[src/rtl/vram_access_sched_if.sv]
`timescale 1ns/1ps
`default_nettype none
// ============================================================================
// Module   : vram_access_sched_if
// Purpose  : Bundles the CPU, renderer, video-timing and VRAM-side signals of
//            the VRAM access scheduler.
// Ports    : slave  - scheduler side (takes requests, drives acks/VRAM bus)
//            master - environment side (CPU, renderer, timing, VRAM model)
// Revision : 1.0 - initial release
// ============================================================================
interface vram_access_sched_if #(
  parameter int ADDR_W = 14
);
  logic              render_start;
  logic              cpu_req;
  logic              cpu_wr;
  logic [ADDR_W-1:0] cpu_addr;
  logic [7:0]        cpu_wrdata;
  logic              cpu_ack;
  logic              cpu_rdvalid;
  logic              rnd_req;
  logic [ADDR_W-1:0] rnd_addr;
  logic              rnd_ack;
  logic              rnd_rdvalid;
  logic [7:0]        rddata;
  logic              render_busy;
  logic              rnd_overrun;
  logic [ADDR_W-1:0] vram_addr;
  logic [7:0]        vram_wrdata;
  logic              vram_we;
  logic [7:0]        vram_rddata;

  modport slave (
    input  render_start, cpu_req, cpu_wr, cpu_addr, cpu_wrdata,
           rnd_req, rnd_addr, vram_rddata,
    output cpu_ack, cpu_rdvalid, rnd_ack, rnd_rdvalid, rddata,
           render_busy, rnd_overrun, vram_addr, vram_wrdata, vram_we
  );

  modport master (
    output render_start, cpu_req, cpu_wr, cpu_addr, cpu_wrdata,
           rnd_req, rnd_addr, vram_rddata,
    input  cpu_ack, cpu_rdvalid, rnd_ack, rnd_rdvalid, rddata,
           render_busy, rnd_overrun, vram_addr, vram_wrdata, vram_we
  );
endinterface
`default_nettype wire

[src/rtl/vram_access_sched.sv]
`timescale 1ns/1ps
`default_nettype none
// ============================================================================
// Module   : vram_access_sched
// Purpose  : Time-slot arbiter sharing a single-port VRAM between the CPU and
//            the line renderer. Inside the render window the renderer has
//            priority except on slot 0 of every SLOT_PERIOD cycles, which is
//            reserved for the CPU; outside the window the CPU has priority.
// Ports    : clk   - video clock
//            reset - synchronous active-high reset
//            bus   - vram_access_sched_if.slave (requests, acks, VRAM bus,
//                    window status)
// Revision : 1.0 - initial release
// ============================================================================
module vram_access_sched #(
  parameter int ADDR_W        = 14,
  parameter int SLOT_PERIOD   = 4,
  parameter int RENDER_WINDOW = 640
) (
  input  logic                     clk,
  input  logic                     reset,
  vram_access_sched_if.slave       bus
);

  localparam int               SLOT_W   = $clog2(SLOT_PERIOD);
  localparam int               CNT_W    = $clog2(RENDER_WINDOW + 1);
  localparam logic [CNT_W-1:0] CNT_LOAD = CNT_W'(RENDER_WINDOW - 1);

  typedef enum logic [0:0] {
    ST_IDLE = 1'b0,
    ST_BUSY = 1'b1
  } win_state_t;

  win_state_t        state_q, state_d;
  logic [CNT_W-1:0]  cnt_q, cnt_d;
  logic [SLOT_W-1:0] slot_q, slot_d;
  logic              cpu_rdvalid_q, cpu_rdvalid_d;
  logic              rnd_rdvalid_q, rnd_rdvalid_d;
  logic              overrun_q, overrun_d;
  logic              cpu_gnt, rnd_gnt;

  // Window / slot next-state. The slot counter is forced to 0 whenever the
  // window is idle or closing so the first cycle of any window is a CPU slot.
  always_comb begin
    state_d   = state_q;
    cnt_d     = cnt_q;
    slot_d    = '0;
    overrun_d = 1'b0;
    if (bus.render_start) begin
      state_d = ST_BUSY;
      cnt_d   = CNT_LOAD;
    end else if (state_q == ST_BUSY) begin
      if (cnt_q == '0) begin
        state_d   = ST_IDLE;
        overrun_d = bus.rnd_req;
      end else begin
        cnt_d  = cnt_q - CNT_W'(1);
        slot_d = slot_q + SLOT_W'(1);
      end
    end
  end

  // Single-winner grant. On renderer slots an idle renderer yields to the CPU.
  always_comb begin
    cpu_gnt = 1'b0;
    rnd_gnt = 1'b0;
    if ((state_q == ST_BUSY) && (slot_q != '0)) begin
      rnd_gnt = bus.rnd_req;
      cpu_gnt = bus.cpu_req && !bus.rnd_req;
    end else begin
      cpu_gnt = bus.cpu_req;
      rnd_gnt = bus.rnd_req && !bus.cpu_req;
    end
  end

  assign cpu_rdvalid_d = cpu_gnt && !bus.cpu_wr;
  assign rnd_rdvalid_d = rnd_gnt;

  always_ff @(posedge clk) begin
    if (reset) begin
      state_q       <= ST_IDLE;
      cnt_q         <= '0;
      slot_q        <= '0;
      cpu_rdvalid_q <= 1'b0;
      rnd_rdvalid_q <= 1'b0;
      overrun_q     <= 1'b0;
    end else begin
      state_q       <= state_d;
      cnt_q         <= cnt_d;
      slot_q        <= slot_d;
      cpu_rdvalid_q <= cpu_rdvalid_d;
      rnd_rdvalid_q <= rnd_rdvalid_d;
      overrun_q     <= overrun_d;
    end
  end

  assign bus.cpu_ack     = cpu_gnt;
  assign bus.rnd_ack     = rnd_gnt;
  assign bus.cpu_rdvalid = cpu_rdvalid_q;
  assign bus.rnd_rdvalid = rnd_rdvalid_q;
  assign bus.rddata      = bus.vram_rddata;
  assign bus.render_busy = (state_q == ST_BUSY);
  assign bus.rnd_overrun = overrun_q;
  assign bus.vram_addr   = cpu_gnt ? bus.cpu_addr :
                           rnd_gnt ? bus.rnd_addr : '0;
  assign bus.vram_wrdata = bus.cpu_wrdata;
  assign bus.vram_we     = cpu_gnt && bus.cpu_wr;

endmodule
`default_nettype wire

[src/flat_wrapper.sv]
// flat-port wrapper written by rule: the top's interface ports become plain ports
module vram_access_sched_flat 
#(
  parameter int ADDR_W        = 14,
  parameter int SLOT_PERIOD   = 4,
  parameter int RENDER_WINDOW = 640
)
  (clk, reset, bus_render_start, bus_cpu_req, bus_cpu_wr, bus_cpu_addr, bus_cpu_wrdata, bus_rnd_req, bus_rnd_addr, bus_vram_rddata, bus_cpu_ack, bus_cpu_rdvalid, bus_rnd_ack, bus_rnd_rdvalid, bus_rddata, bus_render_busy, bus_rnd_overrun, bus_vram_addr, bus_vram_wrdata, bus_vram_we);
  vram_access_sched_if #(.ADDR_W(ADDR_W)) bus_i ();
  input  logic clk;
  input  logic reset;
  input wire logic [$bits(bus_i.render_start)-1:0] bus_render_start;
  input wire logic [$bits(bus_i.cpu_req)-1:0] bus_cpu_req;
  input wire logic [$bits(bus_i.cpu_wr)-1:0] bus_cpu_wr;
  input wire logic [$bits(bus_i.cpu_addr)-1:0] bus_cpu_addr;
  input wire logic [$bits(bus_i.cpu_wrdata)-1:0] bus_cpu_wrdata;
  input wire logic [$bits(bus_i.rnd_req)-1:0] bus_rnd_req;
  input wire logic [$bits(bus_i.rnd_addr)-1:0] bus_rnd_addr;
  input wire logic [$bits(bus_i.vram_rddata)-1:0] bus_vram_rddata;
  output wire logic [$bits(bus_i.cpu_ack)-1:0] bus_cpu_ack;
  output wire logic [$bits(bus_i.cpu_rdvalid)-1:0] bus_cpu_rdvalid;
  output wire logic [$bits(bus_i.rnd_ack)-1:0] bus_rnd_ack;
  output wire logic [$bits(bus_i.rnd_rdvalid)-1:0] bus_rnd_rdvalid;
  output wire logic [$bits(bus_i.rddata)-1:0] bus_rddata;
  output wire logic [$bits(bus_i.render_busy)-1:0] bus_render_busy;
  output wire logic [$bits(bus_i.rnd_overrun)-1:0] bus_rnd_overrun;
  output wire logic [$bits(bus_i.vram_addr)-1:0] bus_vram_addr;
  output wire logic [$bits(bus_i.vram_wrdata)-1:0] bus_vram_wrdata;
  output wire logic [$bits(bus_i.vram_we)-1:0] bus_vram_we;
  assign bus_i.render_start = bus_render_start;
  assign bus_i.cpu_req = bus_cpu_req;
  assign bus_i.cpu_wr = bus_cpu_wr;
  assign bus_i.cpu_addr = bus_cpu_addr;
  assign bus_i.cpu_wrdata = bus_cpu_wrdata;
  assign bus_i.rnd_req = bus_rnd_req;
  assign bus_i.rnd_addr = bus_rnd_addr;
  assign bus_i.vram_rddata = bus_vram_rddata;
  assign bus_cpu_ack = bus_i.cpu_ack;
  assign bus_cpu_rdvalid = bus_i.cpu_rdvalid;
  assign bus_rnd_ack = bus_i.rnd_ack;
  assign bus_rnd_rdvalid = bus_i.rnd_rdvalid;
  assign bus_rddata = bus_i.rddata;
  assign bus_render_busy = bus_i.render_busy;
  assign bus_rnd_overrun = bus_i.rnd_overrun;
  assign bus_vram_addr = bus_i.vram_addr;
  assign bus_vram_wrdata = bus_i.vram_wrdata;
  assign bus_vram_we = bus_i.vram_we;
  vram_access_sched #(.ADDR_W(ADDR_W), .SLOT_PERIOD(SLOT_PERIOD), .RENDER_WINDOW(RENDER_WINDOW)) u_core (.clk(clk), .reset(reset), .bus(bus_i));
endmodule
[config.mk]
export PLATFORM = sky130hd
export DESIGN_NAME = vram_access_sched_flat
export DESIGN_NICKNAME = d
export VERILOG_FILES = /design/src/rtl/vram_access_sched_if.sv /design/src/rtl/vram_access_sched.sv /design/src/flat_wrapper.sv
export SDC_FILE = /design/constraint.sdc
export NUM_CORES = 1
export LEC_CHECK = 0
export CAP_MARGIN = 30
export CORE_MARGIN = 3
export CORE_UTILIZATION = 29
export DETAILED_ROUTE_END_ITERATION = 10
export HOLD_SLACK_MARGIN = 0.06
export PLACE_DENSITY_LB_ADDON = 0.1
export SYNTH_ARGS = -nofsm -noshare
export SYNTH_HDL_FRONTEND = slang
export SYNTH_SLANG_ARGS = --single-unit
[constraint.sdc]
create_clock -name clk -period 2.15 [get_ports clk]
set_input_delay 0.5375 -clock clk [delete_from_list [all_inputs] [get_ports clk]]
set_output_delay 0.5375 -clock clk [all_outputs]
set_load 0.05 [all_outputs]
==> results.yml, run 1 <==
timing:
  clock_skew_ps: 2.49
  slew_headroom: 0.633
  finalSetupTns_ps: -664
  drv_slew: 0
  rsz0062_at_grt: "yes"
  fmax_mhz: 449
  finalHoldViolCount: 0
  period_share: 1.04
  fin_crit_ps: 2230
  worst_pin_slew_ps: 545
  holdWs_ps: 424
  setup_ws_ps: -77.7
  setup_violations: 15
setup_path:
  crit_path_max_incr_delay_ps: 280
  path_buf_inv: 3
  critPathRequiredTime_ps: 1610
  cp-end-kind: "primary output"
  start_kind: "input pin"
  worstSetupPathType: "input pin to primary output"
  crit_slowest_cell: "clkinvlp_4"
  crit_path_cell_trace: "clkdlybuf4s15_2 > nand2_2 > o21ai_4 > clkinvlp_4 > and2_4 > buf_8"
  crit_family: "buffers and inverters"
  crit_arrival_ps: 1690
  path_max_fanout: 8
synthesis:
  ys_warn_count: 0
  synth_cells: 143
  synth.top_cells.by_area: "dfxtp_1 (31%), buf_4 (12%), nand2_1 (12%)"
  synth_commonest_cells: "nand2_1 (32), buf_4 (16), dfxtp_1 (16)"
  synth_most_common_cell: "nand2_1"
  synth_area_per_cell_um2: 7.29
  synth_area_um2: 1040
  yosysSeqAreaShare: 0.307
  post_synth_num_cell_types: 32
  synth-edff-count: 0
  yosys.area.top_type: "dfxtp_1"
  synth.ff_latch_count: 16
  synth_flop_cell: "dfxtp_1"
  syn_nets: 195
  synth_top_cell_area_share: 0.307
  synthArstFlopShare: 0
power:
  power_density_nw_per_um2: 512
  leakagePower_nw: 0.742
  vdd_drop_max_uv: 287
finish:
  drive_gt1_frac: 0.356
  num-nets-final: 244
  utilization: 0.530
  fillers: 322
  syn_to_final_growth_pct: 72.3
  n_antenna_cell: 0
  final_cell_area_um2: 1800
floorplan:
  die_height_um: 66.0
  dieArea_um2: 4350
  io_pins: 87
  rows: 21
  core_um2: 3390
  chipWidth_um: 66.0
  start_util: 0.307
clock_network:
  numCtsBuffers: 3
  clk_path_buf_depth: 2
  clock_latency_ps: 290
  htreeDepth: 1
  cts_root_buf: "clkbuf_4"
  clock_sinks: 16
  cts_tree: "yes"
  path_clk_slew_ps: 100
  cts_hold_buf: 0
detailed_routing:
  antenna_left: 0
  drcViolationCount: 0
  via_count: 1165
  drt_first_pass_iters: 4
  via_per_inst: 4.92
  routed_wl_mm: 3.22
  wire_per_inst_um: 13.6
  initialDrtViolationCount: 47
grt:
  grt_overflow: 0
  grt-busiest-layer: "met2"
  grt_use_met2: 0.255
  grt_max_degree: 17
  grt_pass1_wl_mm: 5.20
  met1_usage: 0.185
  grt_pass1_vias: 1132
  antenna_found_initial: 0
  met3_usage: 0.0391
  track_usage: 0.150
hold_path:
  hp-class: "register to register"
place:
  port_buffers: 54
  gp_congestion: 0.770
  post-place-ws_ps: -348
  placed_area_um2: 1620
  dp_hpwl_mm: 2.52
outcome:
  violations: "setup timing"
  status: "finished with violations"
run:
  drv_cap: 0
sequential cells by signal (all words and copies together), names as in the netlist:
name,cells
u_core.bus.rnd_overrun,1
u_core.bus.render_busy,1
u_core.slot_q,2
u_core.bus.rnd_rdvalid,1
u_core.cnt_q,10
u_core.bus.cpu_rdvalid,1
kinds of logic after synthesis:
logic type,Yosys count,synth area share
buffers and inverters,30,0.166
adder cells (fa/ha/maj),2,0.0240
XOR/XNOR,4,0.0336
AO/OA/AOI/OAI,20,0.128
AND/OR/NAND/NOR,69,0.321
multiplexers,2,0.0204
flip-flops,16,0.307
layer usage:
layer,up-vias,part of all wire
li1,569,-
met1,526,0.43
met2,64,0.47
met3,6,0.096
met4,0,0.0078
met5,-,0
power breakdown:
part / switching (mW) / total (mW) / internal, mW
sequential: 0.0160 / 0.329 / 0.313
clock: 0.102 / 0.205 / 0.103
combinational: 0.211 / 0.385 / 0.173
per-stage QoR:
step | total power [mW] | std cells
floorplan | 0.626 | 143
detailed placement | 0.687 | 230
finish | 0.919 | 237
CTS | 0.924 | 237
global route | 0.969 | 237
global placement | 0.683 | 230
placed cells by master, fill, tap and decap left out, types with 2 or more instances in the layout:
cell,instances
buf_4,11
inv_1,5
buf_8,2
nand2_2,11
nor3_1,4
a21oi_1,10
nor4b_1,2
nor2_1,3
nor4_1,3
and2_4,2
o211ai_1,2
or3_1,2
clkinvlp_4,2
dfxtp_1,13
dfxtp_2,2
nand3_1,15
nand2_4,9
nand2_1,12
inv_2,2
o21ai_0,2
clkbuf_4,3
buf_6,14
clkdlybuf4s50_1,35
xor2_1,3
final cells by class:
class	instances	area, µm²	area share
repair inverters	1	7.51	0.00418
repair buffers	65	661	0.368
well taps	46	57.6	0.0321
flip-flops and latches	16	327	0.182
clock buffers	4	36.3	0.0202
multi-input cells	97	673	0.375
inverters	8	33.8	0.0188
worst paths after layout:
kind / cells past startpoint / endpoint / from / slack [ps]
max: 6 / bus_vram_we / bus_rnd_req / -80
min: 1 / u_core.slot_q[0] / u_core.slot_q[0] / 420
max reg2reg: 4 / u_core.cnt_q[1] / u_core.cnt_q[3] / 350
min reg2reg: 1 / u_core.slot_q[0] / u_core.slot_q[0] / 420
what timing repair did:
action                                  in CTS  in global routing
endpoints found under the setup margin      17                 17
pin swaps                                   12                  3
buffers inserted                             2                  0
cloned                                       1                  0
gates resized for setup                     42                  2
Power figures use the tool's default switching activity.
==> run 2, diff against run 1 <==
Settings changed: SKIP_CTS_REPAIR_TIMING from default to 1.
==> results.yml, run 2 (synthesis results as in run 1) <==
setup_path:
  crit_arrival_ps: 1710
  r2r_start: "u_core.cnt_q[3]"
  startpoint: "u_core.slot_q[0]"
  crit_path_max_incr_delay_ps: 350
  critPathRequiredTime_ps: 1610
  crit_family: "buffers and inverters"
  path_max_fanout: 8
  cp-end-kind: "primary output"
  ff2ff_path_depth: 4
  crit_slowest_cell: "dfxtp_2"
  reg2reg_slack_ps: 360
  path_buf_inv: 3
  start_kind: "register"
  worstSetupPathType: "register to primary output"
  regToRegEndpoint: "u_core.cnt_q[1]"
  crit_path_cell_trace: "inv_2 > ha_4 > o21ai_4 > clkinvlp_4 > and2_4 > buf_8"
detailed_routing:
  routed_wl_mm: 3.26
  drt_first_pass_iters: 4
  drcViolationCount: 0
  via_per_inst: 4.96
  wire_per_inst_um: 13.8
  via_count: 1175
  antenna_left: 0
  initialDrtViolationCount: 53
power:
  power.switching_mw: 0.330
  combPwrFrac: 0.421
  seqPwrFrac: 0.357
  swShare: 0.358
  power_density_nw_per_um2: 508
  intPower_mw: 0.592
  leakagePower_nw: 0.761
  power_frac_clock: 0.222
  vdd_drop_max_uv: 288
clock_network:
  clk_path_buf_depth: 2
  cts_tree: "yes"
  path_clk_slew_ps: 100
  numCtsBuffers: 3
  htreeDepth: 1
  cts_root_buf: "clkbuf_4"
  clock_sinks: 16
  clock_latency_ps: 290
floorplan:
  chipWidth_um: 66.0
  io_pins: 87
  dieArea_um2: 4350
  rows: 21
  start_util: 0.307
  core_um2: 3390
  die_height_um: 66.0
timing:
  finalHoldViolCount: 0
  setup_ws_ps: -93.5
  fin_crit_ps: 2240
  clock_skew_ps: 1.58
  drv_slew: 0
  rsz0062_at_grt: "yes"
  fmax_mhz: 446
  period_share: 1.04
  worst_pin_slew_ps: 544
  slew_headroom: 0.634
  setup_violations: 17
outcome:
  status: "finished with violations"
  violations: "setup timing"
finish:
  n_antenna_cell: 0
  syn_to_final_growth_pct: 74.2
  largest_register: "u_core.cnt_q"
  top_regs: "u_core.cnt_q x10, u_core.slot_q x2"
  utilization: 0.536
  layout_common_cells: "clkdlybuf4s50_1 (35), buf_6 (16), nand3_1 (15)"
  drive_gt1_frac: 0.366
  num-nets-final: 244
  layout_commonest_cell: "clkdlybuf4s50_1"
  finalNonFillerCells: 237
  largest_reg_flops: 10
grt:
  grt_pass1_wl_mm: 4.84
  grt_max_degree: 17
  grt_overflow: 0
  antenna_found_initial: 0
  grt_pass1_vias: 1051
  track_usage: 0.140
hold_path:
  min_from: "u_core.slot_q[0]"
  whs_endpoint: "u_core.slot_q[0]"
  hp-class: "register to register"
  min_path_cells: 1
place:
  place_inst: 230
  port_buffers: 54
  dp_hpwl_mm: 2.52
  gp_congestion: 0.770
run:
  drv_cap: 0
-- run 2: cell count changes in the layout (fill, tap and decap cells not counted) --
| cell | before | now |
|---|---|---|
| nand2_2 | 11 | 14 |
| buf_4 | 11 | 9 |
| nand2_1 | 12 | 9 |
| dlygate4sd2_1 | 1 | 0 |
| dlymetal6s2s_1 | 0 | 2 |
| buf_6 | 14 | 16 |
| clkdlybuf4s15_2 | 1 | 0 |
-- run 2: area by class of cell --
| type | count | area [µm²] |
|---|---|---|
| flip-flops and latches | 16 | 327 |
| clock buffers | 4 | 36.3 |
| repair buffers | 65 | 673 |
| inverters | 8 | 33.8 |
| fillers | 318 | 1570 |
| multi-input cells | 97 | 681 |
| repair inverters | 1 | 7.51 |
| well taps | 46 | 57.6 |
-- run 2: routing by layer --
layer	up-vias	GRT usage	routed length, µm
met5	-	0	0
met4	0	0.0457	66
met3	10	0.0391	312
met2	66	0.228	1510
met1	531	0.179	1370
li1	568	-	-
-- run 2: worst max path at each step --
stage	to	slack (ps)	cells after the start
after floorplan	bus_vram_addr[10]	50	7
after global placement	bus_vram_addr[12]	-310	7
after detailed placement	bus_vram_addr[12]	-350	7
after CTS	bus_vram_addr[12]	-350	7
after global routing	bus_vram_we	-190	6
final	bus_vram_we	-90	6
-- run 2: stage by stage --
stage	hold slack [ps]	setup TNS [ps]	setup slack (ps)	cell area, µm²	total power [mW]
after floorplan	397	0	46.7	1130	0.626
after global placement	407	-4400	-314	1620	0.683
after detailed placement	415	-5180	-348	1620	0.687
after CTS	428	-5260	-353	1650	0.890
after global routing	436	-2530	-186	1820	0.973
final	424	-934	-93.5	1820	0.922
-- run 2: power by group through the flow --
stage / logic, mW / registers, mW / clock network, mW
global route: 0.414 / 0.333 / 0.226
CTS: 0.352 / 0.329 / 0.209
detailed placement: 0.351 / 0.336 / 0
global placement: 0.348 / 0.336 / 0
floorplan: 0.283 / 0.343 / 0
finish: 0.389 / 0.329 / 0.204
==> run 3, diff against run 2 <==
Settings changed: SETUP_SLACK_MARGIN from default to 0.05.
==> results.yml, run 3 (synthesis results as in run 1) <==
floorplan:
  start_util: 0.307
  core_um2: 3390
  dieArea_um2: 4350
  die_height_um: 66.0
  chipWidth_um: 66.0
  io_pins: 87
  rows: 21
setup_path:
  crit_arrival_ps: 1610
  start_kind: "register"
  ff2ff_path_depth: 4
  cp-end-kind: "primary output"
  reg2reg_slack_ps: 340
  critPathRequiredTime_ps: 1610
  startpoint: "u_core.slot_q[0]"
  r2r_start: "u_core.cnt_q[3]"
  worstSetupPathType: "register to primary output"
  path_max_fanout: 5
  crit_path_cell_trace: "inv_2 > ha_4 > o21ai_4 > buf_6 > nand3_1 > nand2_1 > buf_6"
  regToRegEndpoint: "u_core.cnt_q[1]"
  crit_path_max_incr_delay_ps: 340
  crit_end: "bus_vram_addr[13]"
  cpMostUsedCell: "buf_6"
  crit_slowest_cell: "dfxtp_2"
finish:
  top_regs: "u_core.cnt_q x10, u_core.slot_q x2"
  num-nets-final: 245
  utilization: 0.581
  drive_gt1_frac: 0.339
  n_antenna_cell: 0
  final_cell_area_um2: 1970
  largest_register: "u_core.cnt_q"
  fillers: 297
  layout_commonest_cell: "clkdlybuf4s50_1"
  layout_common_cells: "clkdlybuf4s50_1 (35), nand2_1 (22), dfxtp_1 (13)"
  syn_to_final_growth_pct: 88.8
  largest_reg_flops: 10
detailed_routing:
  wl_met1_mm: 1.51
  wl_met3_um: 290
  initialDrtViolationCount: 37
  via_count: 1170
  drt_first_pass_iters: 4
  via_per_inst: 4.92
  top_layer_used: "met4"
  wire_per_inst_um: 14.5
  antenna_left: 0
  routed_wl_mm: 3.46
  met2WireLength_mm: 1.61
  drcViolationCount: 0
power:
  seqPwrFrac: 0.344
  power_density_nw_per_um2: 487
  vdd_drop_max_uv: 349
  swShare: 0.352
  leakagePower_nw: 0.808
  power.switching_mw: 0.337
  intPower_mw: 0.621
  combPwrFrac: 0.451
  power_frac_clock: 0.204
timing:
  worst_pin_slew_ps: 570
  slew_headroom: 0.616
  holdWs_ps: 504
  fin_crit_ps: 2140
  setup_violations: 0
  finalHoldViolCount: 0
  drv_slew: 0
  clock_skew_ps: 3.86
  period_share: 0.997
  fmax_mhz: 466
  setup_ws_ps: 6.25
  rsz0062_at_grt: "yes"
grt:
  grt_max_degree: 17
  antenna_found_initial: 0
  grt_pass1_vias: 1080
  track_usage: 0.151
  grt_pass1_wl_mm: 5.18
  grt_overflow: 0
clock_network:
  clk_path_buf_depth: 2
  clock_latency_ps: 280
  cts_tree: "yes"
  htreeDepth: 1
  cts_root_buf: "clkbuf_4"
  clock_sinks: 16
  numCtsBuffers: 3
  path_clk_slew_ps: 90
place:
  placed_area_um2: 1730
  dp_hpwl_mm: 2.61
  post-place-ws_ps: -269
  port_buffers: 54
  gp_congestion: 0.724
outcome:
  status: "complete, no violations"
hold_path:
  hp-class: "register to register"
  min_path_cells: 2
run:
  drv_cap: 0
## run 3: through the flow
stage               cells  power, mW  setup TNS, ps
CTS                   234      0.925          -4070
global placement      230      0.724          -3580
global route          238       1.01           -894
detailed placement    230      0.731          -3950
floorplan             143      0.627              0
finish                238      0.958              0
## run 3: how the worst min path moves through the flow
stage	startpoint	endpoint	slack, ps
2_1_floorplan	u_core.slot_q[0]	u_core.slot_q[0]	400
3_3_place_gp	u_core.slot_q[0]	u_core.slot_q[0]	410
3_5_place_dp	u_core.slot_q[0]	u_core.slot_q[0]	430
4_1_cts	u_core.slot_q[0]	u_core.slot_q[0]	440
5_1_grt	u_core.slot_q[0]	u_core.slot_q[0]	520
6_report	u_core.slot_q[0]	u_core.slot_q[0]	500
## run 3: cell type report
cell class	instances	area, µm²	area share
multi-input cells	97	748	0.380
well taps	46	57.6	0.0292
repair buffers	67	764	0.388
flip-flops and latches	16	327	0.166
inverters	8	35.0	0.0178
clock buffers	4	36.3	0.0184
## run 3: critical path, delay by kind of cell (launching register included)
kind / cells / cell delay (ps)
compound gates: 1 / 270
fa+ha+maj: 1 / 150
buf+inv: 3 / 370
flops: 1 / 340
simple gates: 2 / 190
## run 3: power by group through the flow
| stage | Clock (mW) | Combinational (mW) | Sequential [mW] |
|---|---|---|---|
| finish | 0.196 | 0.433 | 0.330 |
| global route | 0.218 | 0.458 | 0.334 |
| CTS | 0.200 | 0.396 | 0.330 |
| detailed placement | 0 | 0.394 | 0.337 |
| global placement | 0 | 0.389 | 0.336 |
| floorplan | 0 | 0.283 | 0.343 |
## run 3: per-layer routing
| metal | up-vias | global-route usage |
|---|---|---|
| met3 | 10 | 0.0442 |
| met2 | 50 | 0.228 |
| met4 | 0 | 0.0431 |
| met5 | - | 0 |
| li1 | 568 | - |
| met1 | 542 | 0.207 |
